==> config.mk <==
export PLATFORM = sky130hd
export DESIGN_NAME = demux_seq_ctrl
export DESIGN_NICKNAME = d
export VERILOG_FILES = /design/src/rtl/demux_seq_ctrl.sv
export SDC_FILE = /design/constraint.sdc
export NUM_CORES = 1
export LEC_CHECK = 0
export BUFFER_PORTS_ARGS = -buffer_cell sky130_fd_sc_hd__buf_4
export CORE_MARGIN = 2
export CORE_UTILIZATION = 40
export CTS_BUF_LIST = sky130_fd_sc_hd__clkbuf_16
export DETAILED_ROUTE_END_ITERATION = 10
export PLACE_DENSITY_LB_ADDON = 0.1
export SYNTH_ARGS = -nofsm -noshare
export SYNTH_HDL_FRONTEND = slang
export SYNTH_SLANG_ARGS = --single-unit
==> constraint.sdc <==
create_clock -name clk -period 5.4 [get_ports clk]
set_clock_uncertainty 0.05 [all_clocks]
set_input_delay 1.08 -clock clk [delete_from_list [all_inputs] [get_ports clk]]
set_output_delay 1.08 -clock clk [all_outputs]
set_load 0.02 [all_outputs]
==> src/rtl/demux_seq_ctrl.sv <==
`default_nettype none
// demux_seq_ctrl: N-channel select/strobe/dwell sequencer for an external analog demux.
// Rev 1.0 -- single, scan-once, continuous-scan and ping-pong modes with break-before-make.
module demux_seq_ctrl #(
  parameter int CH_W      = 5,
  parameter int NUM_CH    = 32,
  parameter int DWELL_W   = 8,
  parameter int SETUP_CYC = 1,
  parameter int WR_CYC    = 2
) (
  input  logic               clk,
  input  logic               rst_n,
  input  logic               ena_i,
  input  logic               cfg_valid_i,
  output logic               cfg_ready_o,
  input  logic [1:0]         cfg_mode_i,
  input  logic [CH_W-1:0]    cfg_first_i,
  input  logic [CH_W-1:0]    cfg_last_i,
  input  logic [DWELL_W-1:0] cfg_dwell_i,
  input  logic               stop_i,
  output logic [CH_W-1:0]    set_ch_o,
  output logic               cs_o,
  output logic               wr_o,
  output logic               demux_ena_o,
  output logic               busy_o,
  output logic               ch_done_o
);

  localparam int PH_MAX = (SETUP_CYC > WR_CYC) ? SETUP_CYC : WR_CYC;
  localparam int PH_W   = $clog2(PH_MAX + 1);
  localparam int CNT_W  = (DWELL_W > PH_W) ? DWELL_W : PH_W;

  localparam logic [CNT_W-1:0] C_SETUP_LAST = CNT_W'(SETUP_CYC - 1);
  localparam logic [CNT_W-1:0] C_WR_LAST    = CNT_W'(WR_CYC - 1);
  localparam logic [CH_W:0]    C_CH_MAX     = (CH_W+1)'(NUM_CH - 1);

  localparam logic [1:0] M_SINGLE = 2'd0;
  localparam logic [1:0] M_ONCE   = 2'd1;
  localparam logic [1:0] M_CONT   = 2'd2;

  typedef enum logic [2:0] {
    S_IDLE   = 3'd0,
    S_SETUP  = 3'd1,
    S_STROBE = 3'd2,
    S_HOLD   = 3'd3,
    S_DWELL  = 3'd4,
    S_PARK   = 3'd5
  } state_t;

  state_t             state_q, state_d;
  logic [CNT_W-1:0]   cnt_q, cnt_d;
  logic [CH_W-1:0]    ch_q, ch_d;
  logic [CH_W-1:0]    first_q, first_d;
  logic [CH_W-1:0]    last_q, last_d;
  logic [1:0]         mode_q, mode_d;
  logic [DWELL_W-1:0] dwell_q, dwell_d;
  logic               up_q, up_d;
  logic               abort_q, abort_d;
  logic               rdy_q;
  logic               cs_q, wr_q, dena_q, busy_q, done_q;

  logic               w_stop, w_accept, w_at_end;
  logic [CH_W-1:0]    w_first_c, w_last_c, w_lo, w_hi, w_step, w_back;
  logic [1:0]         w_mode_c;

  // Ready tracks the registered state but must drop in the same cycle as stop/ena
  // so that a simultaneous stop always wins over a configuration offer.
  assign cfg_ready_o = rdy_q && ena_i && !stop_i;
  assign w_accept    = cfg_valid_i && cfg_ready_o;
  assign w_stop      = stop_i || !ena_i;

  assign w_first_c = ({1'b0, cfg_first_i} > C_CH_MAX) ? C_CH_MAX[CH_W-1:0] : cfg_first_i;
  assign w_last_c  = ({1'b0, cfg_last_i}  > C_CH_MAX) ? C_CH_MAX[CH_W-1:0] : cfg_last_i;
  assign w_mode_c  = (cfg_mode_i != M_SINGLE && w_first_c == w_last_c) ? M_ONCE : cfg_mode_i;

  assign w_lo     = (first_q <= last_q) ? first_q : last_q;
  assign w_hi     = (first_q <= last_q) ? last_q : first_q;
  assign w_at_end = up_q ? (ch_q == w_hi) : (ch_q == w_lo);
  assign w_step   = up_q ? ch_q + CH_W'(1) : ch_q - CH_W'(1);
  assign w_back   = up_q ? ch_q - CH_W'(1) : ch_q + CH_W'(1);

  always_comb begin
    state_d = state_q;
    cnt_d   = cnt_q;
    ch_d    = ch_q;
    first_d = first_q;
    last_d  = last_q;
    mode_d  = mode_q;
    dwell_d = dwell_q;
    up_d    = up_q;
    abort_d = abort_q;
    case (state_q)
      S_IDLE, S_PARK: begin
        if (w_accept) begin
          state_d = S_SETUP;
          cnt_d   = '0;
          abort_d = 1'b0;
          first_d = w_first_c;
          last_d  = w_last_c;
          mode_d  = w_mode_c;
          dwell_d = cfg_dwell_i;
          ch_d    = w_first_c;
          up_d    = (w_last_c >= w_first_c);
        end else if (state_q == S_PARK && w_stop) begin
          state_d = S_IDLE;
        end
      end
      S_SETUP: begin
        abort_d = abort_q || w_stop;
        if (cnt_q == C_SETUP_LAST) begin
          state_d = S_STROBE;
          cnt_d   = '0;
        end else begin
          cnt_d = cnt_q + CNT_W'(1);
        end
      end
      S_STROBE: begin
        abort_d = abort_q || w_stop;
        if (cnt_q == C_WR_LAST) begin
          state_d = S_HOLD;
          cnt_d   = '0;
        end else begin
          cnt_d = cnt_q + CNT_W'(1);
        end
      end
      S_HOLD: begin
        // A write that was started always finishes; an abort only skips the dwell.
        state_d = (abort_q || w_stop) ? S_IDLE : S_DWELL;
        cnt_d   = '0;
      end
      S_DWELL: begin
        if (w_stop) begin
          state_d = S_IDLE;
        end else if (cnt_q != CNT_W'(dwell_q)) begin
          cnt_d = cnt_q + CNT_W'(1);
        end else begin
          cnt_d   = '0;
          state_d = S_SETUP;
          case (mode_q)
            M_SINGLE: state_d = S_PARK;
            M_ONCE: begin
              if (w_at_end) state_d = S_IDLE;
              else          ch_d    = w_step;
            end
            M_CONT:  ch_d = w_at_end ? first_q : w_step;
            default: begin
              if (w_at_end) begin
                up_d = !up_q;
                ch_d = w_back;
              end else begin
                ch_d = w_step;
              end
            end
          endcase
        end
      end
      default: state_d = S_IDLE;
    endcase
  end

  always_ff @(posedge clk or negedge rst_n) begin
    if (!rst_n) begin
      state_q <= S_IDLE;
      cnt_q   <= '0;
      ch_q    <= '0;
      first_q <= '0;
      last_q  <= '0;
      mode_q  <= M_SINGLE;
      dwell_q <= '0;
      up_q    <= 1'b1;
      abort_q <= 1'b0;
      rdy_q   <= 1'b0;
      cs_q    <= 1'b0;
      wr_q    <= 1'b0;
      dena_q  <= 1'b0;
      busy_q  <= 1'b0;
      done_q  <= 1'b0;
    end else begin
      state_q <= state_d;
      cnt_q   <= cnt_d;
      ch_q    <= ch_d;
      first_q <= first_d;
      last_q  <= last_d;
      mode_q  <= mode_d;
      dwell_q <= dwell_d;
      up_q    <= up_d;
      abort_q <= abort_d;
      rdy_q   <= (state_d == S_IDLE) || (state_d == S_PARK);
      cs_q    <= (state_d == S_SETUP) || (state_d == S_STROBE) || (state_d == S_HOLD);
      wr_q    <= (state_d == S_STROBE);
      dena_q  <= (state_d == S_DWELL) || (state_d == S_PARK);
      busy_q  <= (state_d != S_IDLE);
      done_q  <= (state_d == S_DWELL) && (cnt_d == CNT_W'(dwell_d));
    end
  end

  assign set_ch_o    = ch_q;
  assign cs_o        = cs_q;
  assign wr_o        = wr_q;
  assign demux_ena_o = dena_q;
  assign busy_o      = busy_q;
  assign ch_done_o   = done_q;

endmodule
`default_nettype wire

==> run_results.csv, run 1 <==
group,metric,value,unit
setup_path,path_cells,"ha_1 > a21oi_1 > o221ai_1 > a21oi_1 > o221ai_1 > and2_1 > nor4_4 > a221o_1 > a2111oi_0 > a211oi_1",
sta,max_freq,0.2729,GHz
cts,cts-root-buf,"clkbuf_16",
setup_path,cp.arrival,3790,ps
synth,syn_inst,373,
routing,drc_errors,0,
grt,grt_use_met1,0.2380,
synth,synth_cell_types,63,
routing,ant_nets,0,
cts,post_cts_resized,0,
synth,syn_nets,418,
sta,period_share,0.6786,
worst_hold_path,hp-class,"reg2reg",
sta,slew_headroom,0.4128,
cts,clock_path_buffers,2,
routing,wirelength,8101,um
routing,routedWlPerCell,16.27,um
pwr,p_per_area,602.3,nW/um^2
setup_path,required,5520,ps
synth,yosysMostFrequentCell,"dfrtp_1",
pwr,power_leakage,1.636,nW
grt,overflow,0,
finish,fin_util,0.4746,
floorplanning,die_w,94.46,um
cts,cts_made_buffers,5,
grt,grt_antenna_before_repair,0,
synth,yosysTopAreaCell,"dfrtp_1",
finish,drive_gt1_frac,0.1717,
grt,grt_pass1_wl,13450,um
finish,final_nets,441,
status,status,"complete, no violations",
routing,num_vias,2784,
setup_path,critPathCaptureType,"flip-flop",
synth,ys_seq_elements,44,
synth,ys_seq_area_frac,0.3368,
setup_path,worstSetupPathType,"reg2reg",
floorplanning,die_h,94.46,um
synth,synth_area_leaders,"dfrtp_1, ha_1, mux2_2, xnor2_1, xor2_1",
placement,gp_congestion,0.8129,
floorplanning,initial_core_util,0.4171,
cts,cts_tree,"yes",
floorplanning,io_pins,36,
cts,insertion_delay,280,ps
routing,drt-initial-drc-count,101,
synth,ys.flop_type,"dfrtp_1",
grt,grt_start_max_net_pins,45,
floorplanning,fp-row-count,32,
synth,synth_top_area_frac,0.3287,
synth,yosysWarnings,0,
sta,drv_slew,0,
placement,port_buffers,35,
synth,synth_enable_flop_cells,0,
sta,finalWorstSetupSlack,1736,ps
finish,area_growth,13.80,%
floorplanning,die_area,8923,sq um
setup_path,critPathMaxStageDelay,570,ps
routing,viasPerCell,5.590,
grt,grt_util_met2,0.3423,
placement,place_inst,491,
setup_path,cp_slowest_cell,"nor4_4",
sta,setup_viol,0,
placement,place_ws,1619,ps
finish,num_antenna_cells,0,
sta,rsz0062_at_grt,"false",
grt,grt_pass1_vias,2810,
cts,post-cts-setup-buffer-count,0,
grt,met3_usage,0.02394,
synth,synth_common_cells,"dfrtp_1, nand2_1, inv_1",
placement,placed_cell_area,3587,sq um
grt,grt_use_total,0.1918,
sta,finalSetupTns,0,ps
synth,syn_area_per_cell,8.775,sq um
setup_path,worstPathMaxFanout,10,
placement,hpwl,6082,um
synth,syn_area,3273,sq um
routing,dr.pass1.iters,4,
setup_path,startpoint_type,"flip-flop",
sta,worst_pin_slew,876.1,ps
sta,fin_crit,3664,ps
run,max_cap_violations,0,
finish,final_area,3725,sq um
cts,cts.clk_slew.worst_paths,60,ps
pwr,peakVddDrop,249.6,uV
cts,cts_sinks,44,
cts,hold_buffers,0,
floorplanning,core-area,7848,sq um
grt,top_usage_layer,"met2",
sta,hold_viol_final,0,
finish,finalNonFillerCells,498,
synth,synthArstFlopShare,1.000,
cts,h-tree-depth,2,
==> cells by family after synthesis <==
family          Yosys count  share of synthesized area
simple gates            119                     0.1984
buf+inv                  50                    0.06154
compound gates           93                     0.1888
fa+ha+maj                20                    0.07645
flops                    44                     0.3368
mux                      19                    0.06307
xor+xnor                 28                    0.07493
==> per-stage QoR <==
stage               total power (W)  hold WS [ps]
global route               0.002446         540.3
finish                     0.002243         507.0
CTS                        0.002252         512.0
floorplan                  0.001641         472.0
detailed placement         0.001950         498.0
global placement           0.001933         492.2
==> final cells by class <==
cell class,count,area (sq um)
fill,783,4123
multi-input combinational,279,1974
sequential,44,1102
timing repair buffer,36,270.3
tap,102,127.6
clock buffer,5,125.1
inverter,30,112.6
clock inverter,2,12.51
==> layout by cell type (no fill, tap or decap), types with 10 or more instances in the layout <==
cell,Yosys,final
dfrtp_1,43,43
buf_4,2,36
nand2_1,31,31
inv_1,30,30
nor2_1,23,23
a21oi_1,23,23
o21ai_0,22,22
ha_1,20,20
xor2_1,14,14
xnor2_1,14,14
mux2_2,13,13
nor3_1,11,10
==> flip-flops by register name, indices dropped and copies added, names as in the netlist, 2 cells and up <==
signal	cells
state_q	3
set_ch_o	5
dwell_q	8
cnt_q	8
mode_q	2
last_q	5
first_q	5
==> path summary, 6_finish.rpt <==
path                                  from     endpoint  slack (ps)  cells past startpoint
worst max-delay path            first_q[4]  set_ch_o[0]        1740                     10
worst min-delay path            dwell_q[4]   dwell_q[4]         510                      1
worst max register to register  first_q[4]  set_ch_o[0]        1740                     10
worst min register to register  dwell_q[4]   dwell_q[4]         510                      1
max in group asynchronous            rst_n         up_q        4170                      1
min in group asynchronous            rst_n     cnt_q[2]         740                      1
==> power by group <==
part | switching [W] | leakage (nW) | internal [W]
combinational | 0.000752 | 1.02 | 0.000542
sequential | 0.000193 | 0.546 | 0.000467
clock | 0.000122 | 0.0657 | 0.000168
total | 0.00107 | 1.64 | 0.00118
==> worst max-delay path: cells and delay by family (launching register included) <==
family / cells / cell delay [ps]
simple gates: 2 / 870
fa+ha+maj: 1 / 380
flops: 1 / 460
compound gates: 7 / 1800
==> routing by layer <==
layer  routed length [um]  vias to the layer above
met4                  167                        0
met5                    0                        -
met1                 3546                     1360
met2                 4242                       38
met3                  143                       10
li1                     -                     1376
Note: power is estimated with default switching activity, not from simulation.
==> run 2: changes to the inputs <==
==> constraint.sdc (replaced) <==
create_clock -name clk -period 3.3 [get_ports clk]
set_clock_uncertainty 0.05 [all_clocks]
set_input_delay 0.66 -clock clk [delete_from_list [all_inputs] [get_ports clk]]
set_output_delay 0.66 -clock clk [all_outputs]
set_load 0.02 [all_outputs]
==> run_results.csv, run 2 (synthesis results as in run 1) <==
group,metric,value,unit
status,status,"complete, no violations",
cts,cts_sinks,44,
routing,highest_layer,"met4",
floorplanning,die_area,8923,sq um
routing,viasPerCell,5.526,
sta,fin_crit,3136,ps
floorplanning,fp-row-count,32,
sta,finalSetupTns,0,ps
grt,overflow,0,
finish,num_antenna_cells,0,
pwr,p_per_area,983.6,nW/um^2
pwr,power_leakage,1.720,nW
routing,drt-initial-drc-count,96,
placement,placed_cell_area,3705,sq um
setup_path,path_cells,"ha_1 > nand4_1 > o221ai_1 > a21oi_2 > nor2_1 > mux2i_2 > nor4_4 > buf_12 > a221o_2 > a2111oi_0 > a211oi_1",
sta,drv_slew,0,
setup_path,worstSetupPathType,"reg2reg",
setup_path,path_buf_inv,1,
setup_path,required,3400,ps
finish,area_growth,18.31,%
cts,h-tree-depth,2,
routing,routedWlPerCell,15.95,um
cts,cts.clk_slew.worst_paths,60,ps
routing,wl_met1,3604,um
sta,hold_viol_final,0,
floorplanning,core-area,7848,sq um
pwr,peakVddDrop,381.7,uV
grt,grt_antenna_before_repair,0,
floorplanning,die_w,94.46,um
cts,cts-root-buf,"clkbuf_16",
routing,drc_errors,0,
placement,gp_congestion,0.9398,
routing,ant_nets,0,
routing,dr.pass1.iters,4,
finish,layout_common_cells,"buf_4, dfrtp_1, inv_1, nand2_1, nor2_1",
finish,drive_gt1_frac,0.2107,
sta,setup_viol,0,
grt,grt_pass1_wl,13850,um
routing,wl_met2,4332,um
sta,worst_pin_slew,568.8,ps
setup_path,cp_slowest_cell,"a221o_2",
floorplanning,die_h,94.46,um
sta,rsz0062_at_grt,"false",
sta,max_freq,0.3189,GHz
routing,num_vias,2846,
run,max_cap_violations,0,
setup_path,cp.depth,11,
placement,port_buffers,35,
worst_hold_path,hp-class,"in2async",
finish,final_area,3872,sq um
finish,nFillCells,768,
grt,grt_pass1_vias,2834,
setup_path,startpoint_type,"flip-flop",
grt,grt_start_max_net_pins,45,
cts,hold_buffers,0,
sta,finalWorstSetupSlack,164.0,ps
setup_path,critPathMaxStageDelay,430,ps
setup_path,critPathCaptureType,"flip-flop",
setup_path,worstPathMaxFanout,10,
setup_path,r2r_cells,11,
finish,final_common_cell,"buf_4",
finish,fin_util,0.4935,
floorplanning,initial_core_util,0.4171,
sta,slew_headroom,0.6208,
cts,insertion_delay,280,ps
setup_path,crit_family,"compound AO/OA/AOI/OAI gates",
routing,wirelength,8215,um
placement,place_ws,67.24,ps
setup_path,cp.arrival,3230,ps
cts,cts_tree,"yes",
finish,reg.largest.list,"cnt_q (8), dwell_q (8)",
placement,hpwl,6290,um
routing,wl_met3,189,um
cts,cts_made_buffers,5,
cts,clock_path_buffers,2,
sta,period_share,0.9503,
floorplanning,io_pins,36,
finish,final_nets,457,
grt,grt_use_total,0.1964,
run 2: per-stage QoR:
step                power, W  std cells  hold WS (ps)
floorplan           0.002685        373         314.4
global placement    0.003263        505         488.8
detailed placement  0.003273        505         497.3
CTS                 0.003767        513         349.7
global route        0.004151        515         370.7
finish              0.003809        515         324.5
run 2: final cells by class:
type,instances,area (sq um),area share
multi-input combinational,279,1987,0.5131
sequential,44,1102,0.2847
timing repair buffer,52,402.9,0.1040
tap,102,127.6,0.03296
clock buffer,5,125.1,0.03231
inverter,30,112.6,0.02908
clock inverter,3,15.01,0.003877
run 2: path summary, 6_finish.rpt:
check                                start     endpoint  slack [ps]
worst min register to register  dwell_q[2]   dwell_q[2]         510
max in group asynchronous            rst_n         up_q        2490
worst max register to register  first_q[4]  set_ch_o[0]         160
worst max-delay path            first_q[4]  set_ch_o[0]         160
min in group clk                dwell_q[2]   dwell_q[2]         510
worst min-delay path                 rst_n   dwell_q[2]         320
run 2: routing by layer:
layer,up-vias,GRT usage
met5,-,0
met4,0,0.04106
met3,9,0.02953
met2,36,0.3595
met1,1387,0.2445
li1,1414,-
run 2: timing repair:
| action | in CTS | in global routing |
|---|---|---|
| buffers inserted | 0 | 2 |
| hold endpoints to repair | 0 | 0 |
| endpoints found under the setup margin | 0 | 8 |
| gates resized for setup | 0 | 4 |
run 2: power breakdown:
part,switching [W],total (W),leakage (nW),internal [W]
clock,0.000203,0.000478,0.0687,0.000275
combinational,0.00132,0.00235,1.11,0.00102
sequential,0.000227,0.000985,0.546,0.000758
==> run 3: changes to the inputs <==
--- a/config.mk
+++ b/config.mk
@@ -5,11 +5,11 @@
 export SDC_FILE = /design/constraint.sdc
 export NUM_CORES = 1
 export LEC_CHECK = 0
-export BUFFER_PORTS_ARGS = -buffer_cell sky130_fd_sc_hd__buf_4
 export CORE_MARGIN = 2
 export CORE_UTILIZATION = 40
 export CTS_BUF_LIST = sky130_fd_sc_hd__clkbuf_16
 export DETAILED_ROUTE_END_ITERATION = 10
+export DONT_BUFFER_PORTS = 1
 export PLACE_DENSITY_LB_ADDON = 0.1
 export SYNTH_ARGS = -nofsm -noshare
 export SYNTH_HDL_FRONTEND = slang
==> constraint.sdc (replaced) <==
create_clock -name clk -period 3.05 [get_ports clk]
set_clock_uncertainty 0.05 [all_clocks]
set_input_delay 0.61 -clock clk [delete_from_list [all_inputs] [get_ports clk]]
set_output_delay 0.61 -clock clk [all_outputs]
set_load 0.02 [all_outputs]
==> run_results.csv, run 3 (synthesis results as in run 1) <==
group,metric,value,unit
sta,finalWorstSetupSlack,31.44,ps
grt,grt_start_max_net_pins,44,
finish,drive_gt1_frac,0.2506,
placement,port_buffers,0,
placement,hpwl,6351,um
grt,grt_pass1_wl,14170,um
finish,final_area,3988,sq um
cts,cts_tree,"yes",
setup_path,required,3160,ps
floorplanning,fp-row-count,32,
routing,routedWlPerCell,17.13,um
finish,nFillCells,772,
floorplanning,core-area,7848,sq um
sta,hold_viol_final,0,
sta,rsz0062_at_grt,"true",
routing,viasPerCell,5.624,
pwr,peakVddDrop,428.8,uV
cts,cts.clk_slew.worst_paths,60,ps
floorplanning,die_area,8923,sq um
setup_path,cp.arrival,3130,ps
floorplanning,io_pins,36,
cts,insertion_delay,290,ps
cts,h-tree-depth,2,
routing,wirelength,8653,um
run,max_cap_violations,0,
sta,period_share,0.9897,
cts,cts_sinks,44,
routing,ant_nets,0,
routing,drc_errors,0,
floorplanning,initial_core_util,0.4171,
finish,final_common_cell,"dfrtp_1",
routing,drt-initial-drc-count,119,
finish,reg.largest.list,"cnt_q (8), dwell_q (8)",
floorplanning,die_h,94.46,um
grt,overflow,0,
sta,worst_pin_slew,501.8,ps
grt,grt_antenna_before_repair,0,
sta,max_freq,0.3313,GHz
worst_hold_path,hp-class,"in2async",
pwr,p_per_area,1158,nW/um^2
routing,num_vias,2840,
status,status,"complete, no violations",
cts,cts_made_buffers,5,
setup_path,startpoint_type,"flip-flop",
sta,slew_headroom,0.6654,
setup_path,worstSetupPathType,"reg2reg",
pwr,power_leakage,1.709,nW
sta,setup_viol,0,
finish,layout_common_cells,"dfrtp_1, buf_4, nand2_1",
grt,grt_use_total,0.2049,
finish,num_antenna_cells,0,
cts,clock_path_buffers,2,
placement,gp_congestion,0.8785,
pwr,p_total,0.004618,W
cts,cts-root-buf,"clkbuf_16",
finish,final_nets,447,
setup_path,worstPathMaxFanout,4,
sta,drv_slew,0,
placement,placed_cell_area,3571,sq um
sta,fin_crit,3019,ps
routing,dr.pass1.iters,4,
setup_path,critPathCaptureType,"flip-flop",
floorplanning,die_w,94.46,um
finish,area_growth,21.83,%
placement,place_ws,-72.59,ps
grt,grt_pass1_vias,2608,
## run 3: cell types whose count changed in the layout (fill, tap and decap cells not counted), moves of 3 or more
cell	before	now
inv_1	31	28
ha_4	0	3
buf_4	51	40
ha_1	20	17
## run 3: repair_timing
item	in CTS	in global routing
hold endpoints to repair	43	0
setup endpoints to repair	4	9
hold buffers	1	0
pin swaps	2	16
setup buffers	2	9
resized for setup	8	23
## run 3: cell type report
type	instances	area [sq um]	area share
clock buffer	5	125.1	0.03138
clock inverter	3	42.54	0.01067
inverter	30	112.6	0.02824
multi-input combinational	279	2127	0.5334
sequential	44	1105	0.2771
tap	102	127.6	0.03200
timing repair buffer	42	347.8	0.08723
## run 3: path summary, 6_finish.rpt
path / startpoint / to / slack, ps / cells past startpoint
min in group clk: cfg_last_i[3] / last_q[3] / 390 / 2
worst max-delay path: last_q[4] / set_ch_o[2] / 30 / 12
worst min-delay path: rst_n / up_q / 110 / 0
worst min register to register: dwell_q[3] / dwell_q[3] / 510 / 1
max in group asynchronous: rst_n / cnt_q[1] / 2620 / 1
worst max register to register: last_q[4] / set_ch_o[2] / 30 / 12
## run 3: layer usage
| layer | up-vias | share of wire | GRT usage |
|---|---|---|---|
| met5 | - | 0 | 0 |
| met4 | 0 | 0.013 | 0.05314 |
| met3 | 8 | 0.061 | 0.04310 |
| met2 | 83 | 0.41 | 0.2815 |
| met1 | 1349 | 0.51 | 0.3214 |
| li1 | 1400 | - | - |
## run 3: report_power, final
group | total, W | internal, W | switching [W]
Clock | 0.000626 | 0.000385 | 0.000240
Combinational | 0.00293 | 0.00132 | 0.00161
Sequential | 0.00106 | 0.000823 | 0.000240
Total | 0.00462 | 0.00253 | 0.00209
## run 3: worst max-delay path, stage by stage, from the launching register on
cell	delay, ps
dfrtp_1	370
inv_2	70
ha_4	280
nand4_1	130
o221a_1	340
nor3_4	260
nor2_2	70
mux2i_2	170
buf_4	170
or3_4	350
a221o_1	320
nor4_2	250
a211oi_1	70
## run 3: per-stage QoR
stage / utilization / std cells / TNS (ps) / hold slack, ps
floorplan: - / 373 / -18.57 / 264.4
global placement: 0.4550 / 485 / 0 / 265.9
detailed placement: 0.4550 / 485 / -105.9 / 265.9
CTS: 0.4847 / 496 / 0 / 108.4
global route: 0.5081 / 505 / -548.5 / 100.9
finish: 0.5081 / 505 / 0 / 108.3
